<file path="config.mk">
export PLATFORM = sky130hd
export DESIGN_NAME = mem_access_stage
export DESIGN_NICKNAME = d
export VERILOG_FILES = /design/src/rtl/mem_access_stage.sv
export SDC_FILE = /design/constraint.sdc
export NUM_CORES = 1
export LEC_CHECK = 0
export CAP_MARGIN = 20
export CORE_ASPECT_RATIO = 1.4
export CORE_MARGIN = 5
export CORE_UTILIZATION = 42
export DETAILED_ROUTE_END_ITERATION = 12
export PLACE_DENSITY_LB_ADDON = 0.08
export SYNTH_ARGS = -nofsm -noshare
export SYNTH_HDL_FRONTEND = slang
export SYNTH_SLANG_ARGS = --single-unit
</file>
<file path="constraint.sdc">
create_clock -name Clk -period 5.9 [get_ports Clk]
set_input_delay 0.59 -clock Clk [delete_from_list [all_inputs] [get_ports Clk]]
set_output_delay 0.59 -clock Clk [all_outputs]
set_load 0.01 [all_outputs]
</file>
<file path="src/rtl/mem_access_stage.sv">
// mem_access_stage: MIPS MEM stage and MEM/WB register against a req/ready data memory.
// Define MEM_ALIGN_CHECK_EN to trap misaligned word/half accesses and add MisalignOut.
module mem_access_stage #(
  parameter int TIMEOUT_CYCLES = 64,
  parameter int CNT_W = 7
) (
  input  logic        Clk,
  input  logic        Rst,
  input  logic        EX_MEM_ValidIn,
  input  logic [31:0] EX_MEM_ALUResultIn,
  input  logic [31:0] EX_MEM_WriteDataIn,
  input  logic        EX_MEM_MemReadIn,
  input  logic        EX_MEM_MemWriteIn,
  input  logic [1:0]  EX_MEM_SizeIn,
  input  logic        EX_MEM_UnsignedIn,
  input  logic        EX_MEM_MemtoRegIn,
  input  logic        EX_MEM_RegWriteIn,
  input  logic [4:0]  EX_MEM_WriteRegIn,
  output logic        DMemReq,
  output logic        DMemWe,
  output logic [31:0] DMemAddr,
  output logic [31:0] DMemWData,
  output logic [3:0]  DMemByteEn,
  input  logic [31:0] DMemRData,
  input  logic        DMemReady,
  output logic        MemStall,
  output logic        MemTimeout,
`ifdef MEM_ALIGN_CHECK_EN
  output logic        MisalignOut,
`endif
  output logic [31:0] MEM_WB_LoadMuxOut,
  output logic [31:0] MEM_WB_ALUResultOut,
  output logic        MEM_WB_MemtoRegOut,
  output logic        MEM_WB_RegWriteOut,
  output logic [4:0]  MEM_WB_WriteRegOut
);
  typedef enum logic {IDLE, WAIT} state_t;
  state_t state, stateNext;
  logic [CNT_W-1:0] cnt, cntNext;
  logic isMem, isHalf, isByte, misalign, access, abandon, complete, latch;
  logic [7:0] byteVal;
  logic [15:0] halfVal;
  logic [31:0] loadData;
  assign isMem = EX_MEM_ValidIn & (EX_MEM_MemReadIn | EX_MEM_MemWriteIn);
  assign isHalf = EX_MEM_SizeIn == 2'b01;
  assign isByte = EX_MEM_SizeIn == 2'b10;
`ifdef MEM_ALIGN_CHECK_EN
  assign misalign = isMem & ((~isHalf & ~isByte & |EX_MEM_ALUResultIn[1:0]) | (isHalf & EX_MEM_ALUResultIn[0]));
`else
  assign misalign = 1'b0;
`endif
  assign access = isMem & ~misalign;
  assign abandon = (state == WAIT) & ~DMemReady & (cnt == CNT_W'(TIMEOUT_CYCLES));
  assign complete = access & DMemReady;
  // Non-memory instructions flow straight through; memory ones only on completion.
  assign latch = (EX_MEM_ValidIn & ~(EX_MEM_MemReadIn | EX_MEM_MemWriteIn)) | complete;
  assign DMemReq = access & ~Rst;
  assign DMemWe = access & EX_MEM_MemWriteIn & ~Rst;
  assign MemStall = access & ~DMemReady & ~abandon & ~Rst;
  assign DMemAddr = {EX_MEM_ALUResultIn[31:2], 2'b00};
  // Big-endian lanes: byte offset 0 lives in bits [31:24].
  assign DMemByteEn = isByte ? (4'b1000 >> EX_MEM_ALUResultIn[1:0]) :
                      isHalf ? (EX_MEM_ALUResultIn[1] ? 4'b0011 : 4'b1100) : 4'b1111;
  assign DMemWData = isByte ? {4{EX_MEM_WriteDataIn[7:0]}} :
                     isHalf ? {2{EX_MEM_WriteDataIn[15:0]}} : EX_MEM_WriteDataIn;
  assign byteVal = DMemRData[{~EX_MEM_ALUResultIn[1:0], 3'b000} +: 8];
  assign halfVal = EX_MEM_ALUResultIn[1] ? DMemRData[15:0] : DMemRData[31:16];
  assign loadData = isByte ? {{24{~EX_MEM_UnsignedIn & byteVal[7]}}, byteVal} :
                    isHalf ? {{16{~EX_MEM_UnsignedIn & halfVal[15]}}, halfVal} : DMemRData;
  always_comb begin
    stateNext = state;
    cntNext = cnt;
    stateNext = (state == IDLE) ? ((access & ~DMemReady) ? WAIT : IDLE) :
                ((~access | DMemReady | abandon) ? IDLE : WAIT);
    cntNext = (stateNext == WAIT) ? ((state == IDLE) ? CNT_W'(1) : cnt + 1'b1) : '0;
  end
  always_ff @(posedge Clk or posedge Rst) begin
    if (Rst) begin
      state <= IDLE;
      cnt <= '0;
      MemTimeout <= 1'b0;
      MEM_WB_LoadMuxOut <= '0;
      MEM_WB_ALUResultOut <= '0;
      MEM_WB_MemtoRegOut <= 1'b0;
      MEM_WB_RegWriteOut <= 1'b0;
      MEM_WB_WriteRegOut <= '0;
`ifdef MEM_ALIGN_CHECK_EN
      MisalignOut <= 1'b0;
`endif
    end else begin
      state <= stateNext;
      cnt <= cntNext;
      if (abandon) MemTimeout <= 1'b1;
      MEM_WB_RegWriteOut <= latch & EX_MEM_RegWriteIn;
      MEM_WB_MemtoRegOut <= latch & EX_MEM_MemtoRegIn;
      if (latch) begin
        MEM_WB_LoadMuxOut <= loadData;
        MEM_WB_ALUResultOut <= EX_MEM_ALUResultIn;
        MEM_WB_WriteRegOut <= EX_MEM_WriteRegIn;
      end
`ifdef MEM_ALIGN_CHECK_EN
      MisalignOut <= misalign;
`endif
    end
  end
endmodule
</file>
After elaboration in Yosys (flattened, before gate mapping)

Index checks and enable logic that the tools add are counted.

Register bits: 80
Input bits: 112
Output and inout bits: 143
Word-level logic and storage cells: 53

$add $sub $neg: 1
Equality and inequality tests: 3
Shift operators: 2
Multiplexer cells: 13
Bitwise operators: 26

Operator list:

| cell                  | number |
|---|---|
| $mux W32              | 4 |
| $shiftx A32 B6 Y8     | 1 |
| $mux W16              | 1 |
| $and A1 B1 Y1         | 15 |
| $mux W7               | 2 |
| $mux W4               | 3 |
| $add A7 B1 Y7 const B | 1 |
| $eq A7 B7 Y1 const B  | 1 |
| $not A1 Y1            | 6 |
| $or A1 B1 Y1          | 4 |
| $shr A4 B2 Y4 const A | 1 |
| $mux W1               | 3 |
| $eq A2 B1 Y1 const B  | 1 |
| $eq A2 B2 Y1 const B  | 1 |
| $not A2 Y2            | 1 |

Longest topological paths before layout

Word-level depth: 8
Mapped depth: 7
Gate-level depth less buffers: 6

Worst setup path after synthesis

No wires, ideal clock.

Kind: in2out
From: in Rst
To: out DMemWe
Data arrival time: 2.645 ns
Data required time: 5.310 ns
Slack: 2.665 ns
Stages: 2
Path buffers: 0
Cells stage by stage: inv_1 and3_1

Longest elaborated chain between the ends: 2

RTL lines:

| what               | RTL line | RTL |
|---|---|---|
| start: declaration | 8        | `input logic Rst,` |
| $not A1 Y1         | 58       | `assign DMemWe = access & EX_MEM_MemWriteIn & ~Rst;` |
| $and A1 B1 Y1      | 58       |  |
| end: declaration   | 20       | `output logic DMemWe,` |

Every way passes these cells.

Worst setup path after layout

From: in EX_MEM_SizeIn[0]
To: out DMemWData[22]

Longest elaborated chain between the ends: 3
Elaborated cells between the ends (all ways): 4
Classes of those cells: eq/ne (2); mux (2)

RTL lines:

| what               | RTL line | RTL |
|---|---|---|
| start: declaration | 14       | `input logic [1:0] EX_MEM_SizeIn,` |
| $eq A2 B1 Y1       | 45       | `assign isHalf = EX_MEM_SizeIn == 2'b01;` |
| $mux W32           | 65       | `isHalf ? {2{EX_MEM_WriteDataIn[15:0]}} : EX_MEM_WriteDataIn;` |
| $mux W32 *         | 64       | `assign DMemWData = isByte ? {4{EX_MEM_WriteDataIn[7:0]}} :` |
| end: declaration   | 22       | `output logic [31:0] DMemWData,` |

Every way passes the cells marked *; elsewhere a longest branch is shown, timed or not.

==> results.toml <==
[placement]
routabilityCongestion = 0.835
dp.cells = 848
dp_area_mm2 = 0.00683
place_hpwl_um = 11500
placement.setup.worst_slack_ns = 1.81
port_buffers = 252

[critical_path]
timing.setup.critical_path_class = "in -> out"
critPathArrivalTime_ns = 3.51
worst_ep_required_time_ns = 5.31
setup.worst_path.start_class = "primary input"
cp-end-kind = "output pin"
crit_path_cell_trace = "buf_2 > nand2b_1 > and2_1 > mux2_2 > clkdlybuf4s50_1"
worst_setup_path_startpoint = "EX_MEM_SizeIn[0]"
critical_path.max_stage_delay_ns = 0.84
crit_fanout = 44
worst_r2r_startpoint = "cnt[0]$_DFF_PP0_"
path_buf_inv = 2
cp_top_family = "simple AND/OR/NAND/NOR gates"
cpMaxStageDelayCell = "sky130_fd_sc_hd__and2_1"

[routing]
post_dr_wirelength_cell_um = 17.0
post-route-drc-count = 0
route.vias.total = 4450
postRouteWirelength_um = 14700
initialDrtViolationCount = 187
detail_route.first_pass.iterations = 5
vias_per_cell = 5.14
antenna_violating_nets_post_route = 0

[floorplanning]
start_util_pct = 42.4
fp.coreArea_mm2 = 0.0107
rows = 45
die_y_um = 133
die-width_um = 97.8
design.portCount = 255
floorplan.die_area_mm2 = 0.0130

[sta]
fin_crit_sh_pct = 69.5
setup-tns-final_ns = 0
finalSetupViolations = 0
worst_pin_slew_ns = 1.02
finalHoldViolCount = 0
postLayoutSetupSlackWorst_ns = 1.80
timing.final.max_slew_violations = 0
finalClockSkew_ns = 0.00342
max_slew_margin_pct = 31.5
maxClockFrequency_mhz = 244
min_period_ns = 4.10
grt_setup_unrepaired = "no"

[cells_and_area]
multiInputGateArea_mm2 = 0.00207
insertedDiodeCount = 0
final_net_count = 833
layout-area-overhead-vs-synth_pct = 57.5
area.sequential_mm2 = 0.00200
post-route-cell-area_mm2 = 0.00714
layoutNonFillerInstCount = 865
n_fill_cell = 880
layout-drive-gt1-share_pct = 7.32

[hold_path]
hp-start = "MEM_WB_ALUResultOut[6]$_DFFE_PP0N_"
hold_class = "reg -> reg"

[synthesis]
netlist_instances = 522
postSynthRegisterBits = 80
synthFlopType = "sky130_fd_sc_hd__dfrtp_1"
synthDistinctLibCells = 41
share_of_the_yosys_chip_area_belonging_to_registers_pct = 44.2
synthesis.yosys.warnings = 0
synth-edff-count = 0
synth_async_sr_flop_share_pct = 100
post_synth_instance_area_mm2 = 0.00453
synthesis.area_per_instance_um2 = 8.69

[clock_network]
cts_setup_buffers = 0
clockBufferDepth = 2
cts_resized = 0
cts_tree = "done"
cts_max_level = 3
tritoncts.num_buffers = 9
worst_skew_late_latency_ns = 0.32
hold_buffers = 0
cts-root-buf = "sky130_fd_sc_hd__clkbuf_16"
clock-sinks = 80
register_clock_pin_slew_on_the_reported_worst_setup_and_hold_paths_ns = 0.06

[global_route]
grt_pass1_wl_um = 23300
grt_start_max_net_pins = 81
antenna_found_initial = 0
grt_use_total_pct = 22.1
vias_in_the_first_global_route = 4576
grt_overflow_total = 0

[status]
outcome = "completed"

[pwr]
leakage_nw = 3.08
power_density_mw_per_mm2 = 243
vdd.ir_drop.worst_uv = 169

[run]
max_cap_viol_count = 0
[final timing paths]
path | to | slack, ns | cells past startpoint
worst max-delay path | DMemWData[22] | 1.80 | 5
worst min-delay path | MEM_WB_ALUResultOut[6]$_DFFE_PP0N_ | 0.47 | 2
worst max register to register | cnt[4]$_DFF_PP0_ | 4.38 | 6
worst min register to register | MEM_WB_ALUResultOut[6]$_DFFE_PP0N_ | 0.47 | 2
max in group asynchronous | MEM_WB_LoadMuxOut[2]$_DFFE_PP0N_ | 4.63 | 4
min in group asynchronous | cnt[3]$_DFF_PP0_ | 0.68 | 3
[flip-flops by register name (all words and copies together), names as in the netlist]
signal	flops
MEM_WB_ALUResultOut	32
MEM_WB_LoadMuxOut	32
MEM_WB_MemtoRegOut	1
MEM_WB_RegWriteOut	1
MEM_WB_WriteRegOut	5
MemTimeout	1
cnt	7
state	1
[power by group]
group | switching [mW] | internal [mW] | leakage [nW]
logic | 0.246 | 0.308 | 1.97
registers | 0.0383 | 0.619 | 0.968
clock network | 0.200 | 0.326 | 0.140
total | 0.483 | 1.25 | 3.08
[cells by family (layout without fill, tap and decap cells)]
kind of cell,count (synthesis),after routing,synth area share [%]
fa+ha+maj,2,2,0.552
simple gates,237,237,21.6
mux,25,25,7.78
xor+xnor,5,5,0.966
buf+inv,79,280,10.5
compound gates,93,93,14.4
flops,80,80,44.2
other cells,1,2,0.0827
[through the flow]
step,hold slack (ns),utilization [%],total power [mW]
4_1_cts,0.475,66.5,1.76
6_report,0.472,66.7,1.74
3_3_place_gp,0.457,63.9,1.21
5_1_grt,0.485,66.7,1.83
3_5_place_dp,0.462,63.9,1.22
2_1_floorplan,0.462,-,0.900
[layout by cell type, fill, tap and decap left out, drive strengths merged, types with 2 or more instances in the layout]
| cell | count |
|---|---|
| o21ai | 4 |
| nor2 | 47 |
| nor3b | 2 |
| and3 | 2 |
| mux2i | 9 |
| nand3 | 3 |
| mux2 | 9 |
| inv | 4 |
| nand2 | 161 |
| conb | 2 |
| nor2b | 9 |
| o21a | 2 |
| a221oi | 7 |
| nand2b | 3 |
| a22oi | 9 |
| xor2 | 2 |
| mux4 | 7 |
| and2 | 3 |
| a211oi | 9 |
| xnor2 | 3 |
| clkdlybuf4s50 | 251 |
| clkbuf | 12 |
| dfrtp | 80 |
| a21oi | 45 |
| nor3 | 3 |
| a22o | 15 |
| ha | 2 |
| buf | 8 |
| clkinv | 4 |
[Yosys cell counts (all sizes together), types with 9 or more instances]
library cell | number | area [µm²]
mux2i | 9 | 90.1
nor2 | 47 | 176
clkbuf | 13 | 48.8
nand2 | 161 | 604
a22o | 15 | 131
a21oi | 45 | 263
buf | 61 | 410
dfrtp | 80 | 2000
mux2 | 9 | 105
a211oi | 9 | 80.1
nor2b | 9 | 56.3
a22oi | 9 | 67.6
[layout make-up]
| type | count | area share, % |
|---|---|---|
| clock inverters | 4 | 0.631 |
| well taps | 141 | 2.47 |
| multi-input cells | 364 | 29.0 |
| inverters | 5 | 0.280 |
| clock buffers | 12 | 3.31 |
| repair buffers | 259 | 36.3 |
| flip-flops and latches | 80 | 28.0 |
[worst reg2reg max path: stages, from the launching register on]
cell,delay [ns]
sky130_fd_sc_hd__dfrtp_1,0.40
sky130_fd_sc_hd__inv_1,0.07
sky130_fd_sc_hd__ha_1,0.14
sky130_fd_sc_hd__nand4bb_1,0.10
sky130_fd_sc_hd__nor3_1,0.31
sky130_fd_sc_hd__nand4b_1,0.29
sky130_fd_sc_hd__nor2_1,0.10
[layer usage]
layer | track usage, % | part of all wire (%)
met5 | 0 | 0
met3 | 7.01 | 9.7
met4 | 10.6 | 3.7
met2 | 37.9 | 50
met1 | 24.6 | 37
Power figures use the tool's default switching activity.
